--- config.mk ---
export PLATFORM = sky130hd
export DESIGN_NAME = seletor_modo
export DESIGN_NICKNAME = d
export VERILOG_FILES = /design/src/rtl/casca_pkg.sv /design/src/rtl/sw_debounce.sv /design/src/rtl/seletor_modo.sv
export SDC_FILE = /design/constraint.sdc
export NUM_CORES = 1
export LEC_CHECK = 0
export ABC_AREA = 1
export BUFFER_PORTS_ARGS = -buffer_cell sky130_fd_sc_hd__buf_2
export CORE_UTILIZATION = 60
export CTS_CLUSTER_SIZE = 28
export DETAILED_ROUTE_END_ITERATION = 10
export GPL_TIMING_DRIVEN = 0
export HOLD_SLACK_MARGIN = 0.12
export PLACE_DENSITY_LB_ADDON = 0.3
export SLEW_MARGIN = 0
export SYNTH_ARGS = -nofsm -noshare
export SYNTH_HDL_FRONTEND = slang
export SYNTH_SLANG_ARGS = --single-unit
--- constraint.sdc ---
create_clock -name clk_50MHz -period 11.3 [get_ports clk_50MHz]
set_input_delay 2.26 -clock clk_50MHz [delete_from_list [all_inputs] [get_ports clk_50MHz]]
set_output_delay 2.26 -clock clk_50MHz [all_outputs]
set_load 0.1 [all_outputs]
--- src/rtl/casca_pkg.sv ---
// Shared types and constants for the switch-to-mode front end.
package casca_pkg;

  localparam int N_SW   = 10;
  localparam int MODE_W = 4;
  localparam logic [MODE_W-1:0] MODE_NONE = 4'hA;

  typedef enum logic [1:0] {
    NONE,
    SETTLE,
    ACTIVE,
    LOCKED
  } state_t;

  // Index of the highest set switch; MODE_NONE when no switch is on.
  function automatic logic [MODE_W-1:0] prio_encode(input logic [N_SW-1:0] sw);
    logic [MODE_W-1:0] r;
    r = MODE_NONE;
    for (int i = 0; i < N_SW; i++) begin
      if (sw[i]) r = MODE_W'(i);
    end
    return r;
  endfunction

endpackage

--- src/rtl/sw_debounce.sv ---
// One switch: 2-FF synchroniser followed by a consecutive-disagreement debounce counter.
module sw_debounce #(
  parameter int DEBOUNCE_CYCLES = 1_000_000
) (
  input  logic clk,
  input  logic rst,
  input  logic raw,
  output logic db
);

  localparam int CNT_W = $clog2(DEBOUNCE_CYCLES + 1);
  localparam logic [CNT_W-1:0] CNT_LAST = CNT_W'(DEBOUNCE_CYCLES - 1);

  logic             sync1;
  logic             sync2;
  logic [CNT_W-1:0] cnt;

  // NOTE: non-blocking assignments so every flop samples pre-edge values; blocking here would collapse the synchroniser.
  always_ff @(posedge clk or posedge rst) begin
    if (rst) begin
      sync1 <= 1'b0;
      sync2 <= 1'b0;
      cnt   <= '0;
      db    <= 1'b0;
    end else begin
      sync1 <= raw;
      sync2 <= sync1;
      if (sync2 == db) begin
        cnt <= '0;
      end else if (cnt == CNT_LAST) begin
        db  <= sync2;
        cnt <= '0;
      end else begin
        cnt <= cnt + 1'b1;
      end
    end
  end

endmodule

--- src/rtl/seletor_modo.sv ---
// Switch debouncing, priority encoding and settle-then-commit mode FSM.
// Optional feature: SAFE_INTERLOCK_EN forces an all-off pass between two different modes.
module seletor_modo
  import casca_pkg::*;
#(
  parameter int DEBOUNCE_CYCLES = 1_000_000,
  parameter int SETTLE_CYCLES   = 16
) (
  input  logic              clk_50MHz,
  input  logic              rst,
  input  logic [N_SW-1:0]   sw_raw,
  output logic [N_SW-1:0]   sw_db,
  output logic [MODE_W-1:0] mode,
  output logic              mode_valid,
  output logic              mode_chg,
  output logic              interlock
);

  localparam int SCNT_W = $clog2(SETTLE_CYCLES + 1);
  localparam logic [SCNT_W-1:0] SCNT_LAST = SCNT_W'(SETTLE_CYCLES - 1);

  for (genvar i = 0; i < N_SW; i++) begin : g_db
    sw_debounce #(
      .DEBOUNCE_CYCLES(DEBOUNCE_CYCLES)
    ) u_db (
      .clk(clk_50MHz),
      .rst(rst),
      .raw(sw_raw[i]),
      .db (sw_db[i])
    );
  end

  logic [MODE_W-1:0] cand;
  assign cand = prio_encode(sw_db);

  state_t            state,    state_nx;
  logic [MODE_W-1:0] cand_reg, cand_reg_nx;
  logic [SCNT_W-1:0] scnt,     scnt_nx;
  logic [MODE_W-1:0] mode_nx;
  logic              mode_chg_nx;
`ifdef SAFE_INTERLOCK_EN
  logic              lock_q,   lock_nx;
`endif

  // NOTE: every variable gets a default before the case so no path can infer a latch.
  always_comb begin
    state_nx    = state;
    cand_reg_nx = cand_reg;
    scnt_nx     = scnt;
    mode_nx     = mode;
    mode_chg_nx = 1'b0;
`ifdef SAFE_INTERLOCK_EN
    lock_nx     = lock_q;
`endif
    // All-off wins over every other transition and never waits for settle.
    if (cand == MODE_NONE) begin
      state_nx    = NONE;
      mode_nx     = MODE_NONE;
      mode_chg_nx = (mode != MODE_NONE);
`ifdef SAFE_INTERLOCK_EN
      lock_nx     = 1'b0;
`endif
    end else begin
      case (state)
        NONE: begin
          state_nx    = SETTLE;
          cand_reg_nx = cand;
          scnt_nx     = '0;
        end
        SETTLE: begin
          if (cand != cand_reg) begin
            cand_reg_nx = cand;
            scnt_nx     = '0;
          end else if (scnt == SCNT_LAST) begin
            state_nx    = ACTIVE;
            mode_nx     = cand_reg;
            mode_chg_nx = (cand_reg != mode);
          end else begin
            scnt_nx = scnt + 1'b1;
          end
        end
        ACTIVE: begin
          if (cand != mode) begin
`ifdef SAFE_INTERLOCK_EN
            state_nx    = LOCKED;
            mode_nx     = MODE_NONE;
            mode_chg_nx = 1'b1;
            lock_nx     = 1'b1;
`else
            state_nx    = SETTLE;
            cand_reg_nx = cand;
            scnt_nx     = '0;
`endif
          end
        end
`ifdef SAFE_INTERLOCK_EN
        LOCKED: begin
          state_nx = LOCKED;
        end
`endif
        default: begin
          state_nx = NONE;
        end
      endcase
    end
  end

  always_ff @(posedge clk_50MHz or posedge rst) begin
    if (rst) begin
      state      <= NONE;
      cand_reg   <= MODE_NONE;
      scnt       <= '0;
      mode       <= MODE_NONE;
      mode_valid <= 1'b0;
      mode_chg   <= 1'b0;
`ifdef SAFE_INTERLOCK_EN
      lock_q     <= 1'b0;
`endif
    end else begin
      state      <= state_nx;
      cand_reg   <= cand_reg_nx;
      scnt       <= scnt_nx;
      mode       <= mode_nx;
      mode_valid <= (mode_nx != MODE_NONE);
      mode_chg   <= mode_chg_nx;
`ifdef SAFE_INTERLOCK_EN
      lock_q     <= lock_nx;
`endif
    end
  end

`ifdef SAFE_INTERLOCK_EN
  assign interlock = lock_q;
`else
  assign interlock = 1'b0;
`endif

endmodule

==> key figures <==
Outcome
  • Status: finished clean

Logic synthesis
  • Synth area leaders: dfrtp_1, nand2_1, nor2_1
  • EDFF count, synth: 0
  • Cell count after synthesis: around 1.4k
  • Share of the synthesized area in the top cell type: between 40 and 50%
  • Top-count cell post-synth: dfrtp_1
  • Warning count from the yosys run: 0
  • Commonest cells post-synth: dfrtp_1, nand2_1, nor2_1, inv_1, a21oi_1
  • Post-Syn Area: around 12000 um2
  • Async SR Flop Fraction: 100%
  • Net Count, Synth: approximately 1.4k
  • Part of the Yosys area used for sequential elements: 50.7%
  • Main synth FF type: dfrtp_1
  • Avg Cell Area, Syn: ~8.7 um2
  • Synth unique cells: 49
  • Most area-hungry cell type in the Yosys netlist: dfrtp_1
  • #FFs+latches synth: ~250

Worst hold path
  • Hold Crit Class: reg2reg

Power
  • Leakage: around 6.1 nW
  • Int Pwr: around 1.4 mW
  • PwrDens: 133 nW/um2
  • Clock share of power: a little under half
  • Sw Ratio: between 20% and 30%
  • Max VDD drop: 0.000125 V
  • Comb power frac: 3.2%
  • Psw: between 0.3 and 0.4 mW
  • Seq pwr share: roughly half

Global route
  • Global Route Usage Sum: approximately 23%
  • First-pass GRT wire length: just under 40000 um
  • GRT overflow: 0
  • Vias in the first global route: 8978
  • Initial antenna violation count: 0
  • Largest net degree at the start of global routing: around 110

Clock tree
  • CTS sink cnt: 247
  • Clk pin slew, worst setup/hold paths: 0.07 ns
  • Hold buffers post-CTS: 0
  • Setup bufs post-CTS: 0
  • H-tree levels: 1
  • Post_cts resized: 0
  • Worst skew pair latency: between 0.5 and 0.6 ns
  • TritonCTS clock tree: done
  • CTS buffer count: 26
  • Clk buf depth: 3
  • Root Driver: clkbuf_16

Die
  • Core ar.: roughly 20000 um2
  • IO Pins: 29
  • Die area: between 20000 and 25000 um2
  • Die W: between 100 and 150 um
  • Die Height: 145 um
  • Row count: 51
  • Starting Density: 61.9%

Drt
  • Routed len/inst: 12.9 um
  • DR vias: ~9.3k
  • Vias per cell: 5.33
  • Initial drt markers: approximately 480
  • WL final: ~23000 um
  • 1st-pass router iterations: 7
  • Residual DRC count: 0
  • ANT nets after route: 0

Timing
  • Total Neg Setup Slack: 0 ns
  • Slew HR: between 50 and 60%
  • Clk_skew: approximately 0.0084 ns
  • Worst Max-Slew Pin Slew: between 0.6 and 0.7 ns
  • Tmin final: between 3 and 4 ns
  • RSZ-0062 raised after global routing: no
  • Final Hold Vio Count: 0
  • Slew Limit Fails: 0
  • Fmax: approximately 0.26 GHz
  • Setup WS post-layout: ~7.4 ns
  • Tcrit/Tclk final: about a third
  • Final setup fails: 0

Place
  • Post-place setup slack: between 7 and 8 ns
  • Cells after DPL: about 1.7k
  • GPL Wtd Cong: between 0.8 and 0.9
  • Dpl cell area: 12700 um2
  • Port bufs: 27
  • Hpwl dp: 15700 um

Setup path
  • CP Data Arrival Time: around 1.6 ns
  • Max stage delay on crit path: around 0.50 ns
  • Crit path cell chain: buf_4 > buf_2
  • Max stage delay cell, worst path: dfrtp_1
  • CP startpoint kind: flip-flop
  • Buf/Inv on CP: 2
  • Crit path max-delay family: buffers and inverters
  • Worst Path Required: roughly 9.0 ns
  • Setup crit end kind: output pin
  • CP max FO: 5
  • Critical Setup Path Class: reg2out

Layout
  • Syn-to-layout area delta: 11.3%
  • Top reg by flops: g_db.u_db.cnt
  • Share of layout cells above drive strength 1: around an eighth
  • Post-route insts no fill: between 1.5k and 2k
  • Fillers: between 1k and 1.5k
  • Final net count: 1483
  • Design area: about 14000 um2
  • Max FFs per register: 200
  • N_diodes: 0

Job
  • Maxcap violations: 0
## through the flow
| stage | util (%) | hold slack, ns | total power, mW |
|---|---|---|---|
| 6_report | 68.9 | 0.343 | 1.80 |
| 5_1_grt | 68.9 | 0.361 | 1.87 |
| 4_1_cts | 68.9 | 0.350 | 1.82 |
| 3_5_place_dp | 64.6 | 0.336 | 0.980 |
| 3_3_place_gp | 64.3 | 0.332 | 0.975 |
| 2_1_floorplan | - | 0.331 | 0.961 |
## power groups by stage
stage / registers (mW) / clock network (mW) / logic (mW)
2_1_floorplan: 0.919 / 0 / 0.0426
3_3_place_gp: 0.920 / 0 / 0.0552
3_5_place_dp: 0.920 / 0 / 0.0595
4_1_cts: 0.904 / 0.856 / 0.0601
5_1_grt: 0.905 / 0.894 / 0.0688
6_report: 0.904 / 0.840 / 0.0582
## final timing paths
path                               startpoint              endpoint  slack (ns)  cells past startpoint
max                           g_db[8].u_db.db              sw_db[8]        7.44                      2
min                        g_db[2].u_db.sync1    g_db[2].u_db.sync2        0.34                      0
max reg2reg                   g_db[3].u_db.db           cand_reg[1]        9.12                     14
min reg2reg                g_db[2].u_db.sync1    g_db[2].u_db.sync2        0.34                      0
max in group asynchronous                 rst  g_db[7].u_db.cnt[10]        8.74                      3
min in group asynchronous                 rst    g_db[2].u_db.sync2        1.75                      2
## cells by family after synthesis
group                      after synthesis  synth area share (%)
and+or+nand+nor                        691                  28.2
DFF                                    247                  50.7
buffers and inverters                  219                  7.07
AOI/OAI and AO/OA                      151                  6.81
xor gates and xnor gates                73                  5.24
adders and majority gates               12                  1.23
muxes                                    8                 0.738
other                                    1                0.0307
## final cells by class
cell class | instances | area (um2) | area share (%)
multi-input combinational | 936 | 5160 | 38.0
tap | 265 | 332 | 2.44
clock buffer | 33 | 718 | 5.29
timing repair buffer | 29 | 190 | 1.40
sequential | 247 | 6190 | 45.5
inverter | 201 | 762 | 5.61
buffer | 18 | 109 | 0.801
clock inverter | 13 | 131 | 0.967
## layer usage
| layer | up-vias | share of wire [%] | track usage [%] |
|---|---|---|---|
| met3 | 46 | 3.2 | 3.01 |
| met4 | 0 | 2.2 | 6.70 |
| li1 | 4704 | - | - |
| met5 | - | 0 | 0 |
| met1 | 4378 | 47 | 31.1 |
| met2 | 161 | 48 | 39.3 |
## layout by cell type, fill, tap and decap left out, drive strengths merged
master    count
o21ba         1
nand3b        2
or4           2
nor3b        15
buf          40
and3b         1
a31oi         6
o41ai         1
clkinvlp      5
a211oi        3
nand3        88
ha           12
nand2       216
conb          1
inv         198
or2           1
nor4b         1
nor3         72
a41oi         3
xnor2        24
clkinv        9
nor2        215
mux2          8
bufinv        2
o211ai        1
dfstp         4
o21a          9
o21bai        3
o21ai        42
a21oi        82
nor4         23
and3         11
dfrtp       243
xor2         49
clkbuf       40
nand4        44
No activity file was read; power rests on OpenSTA's default activity.
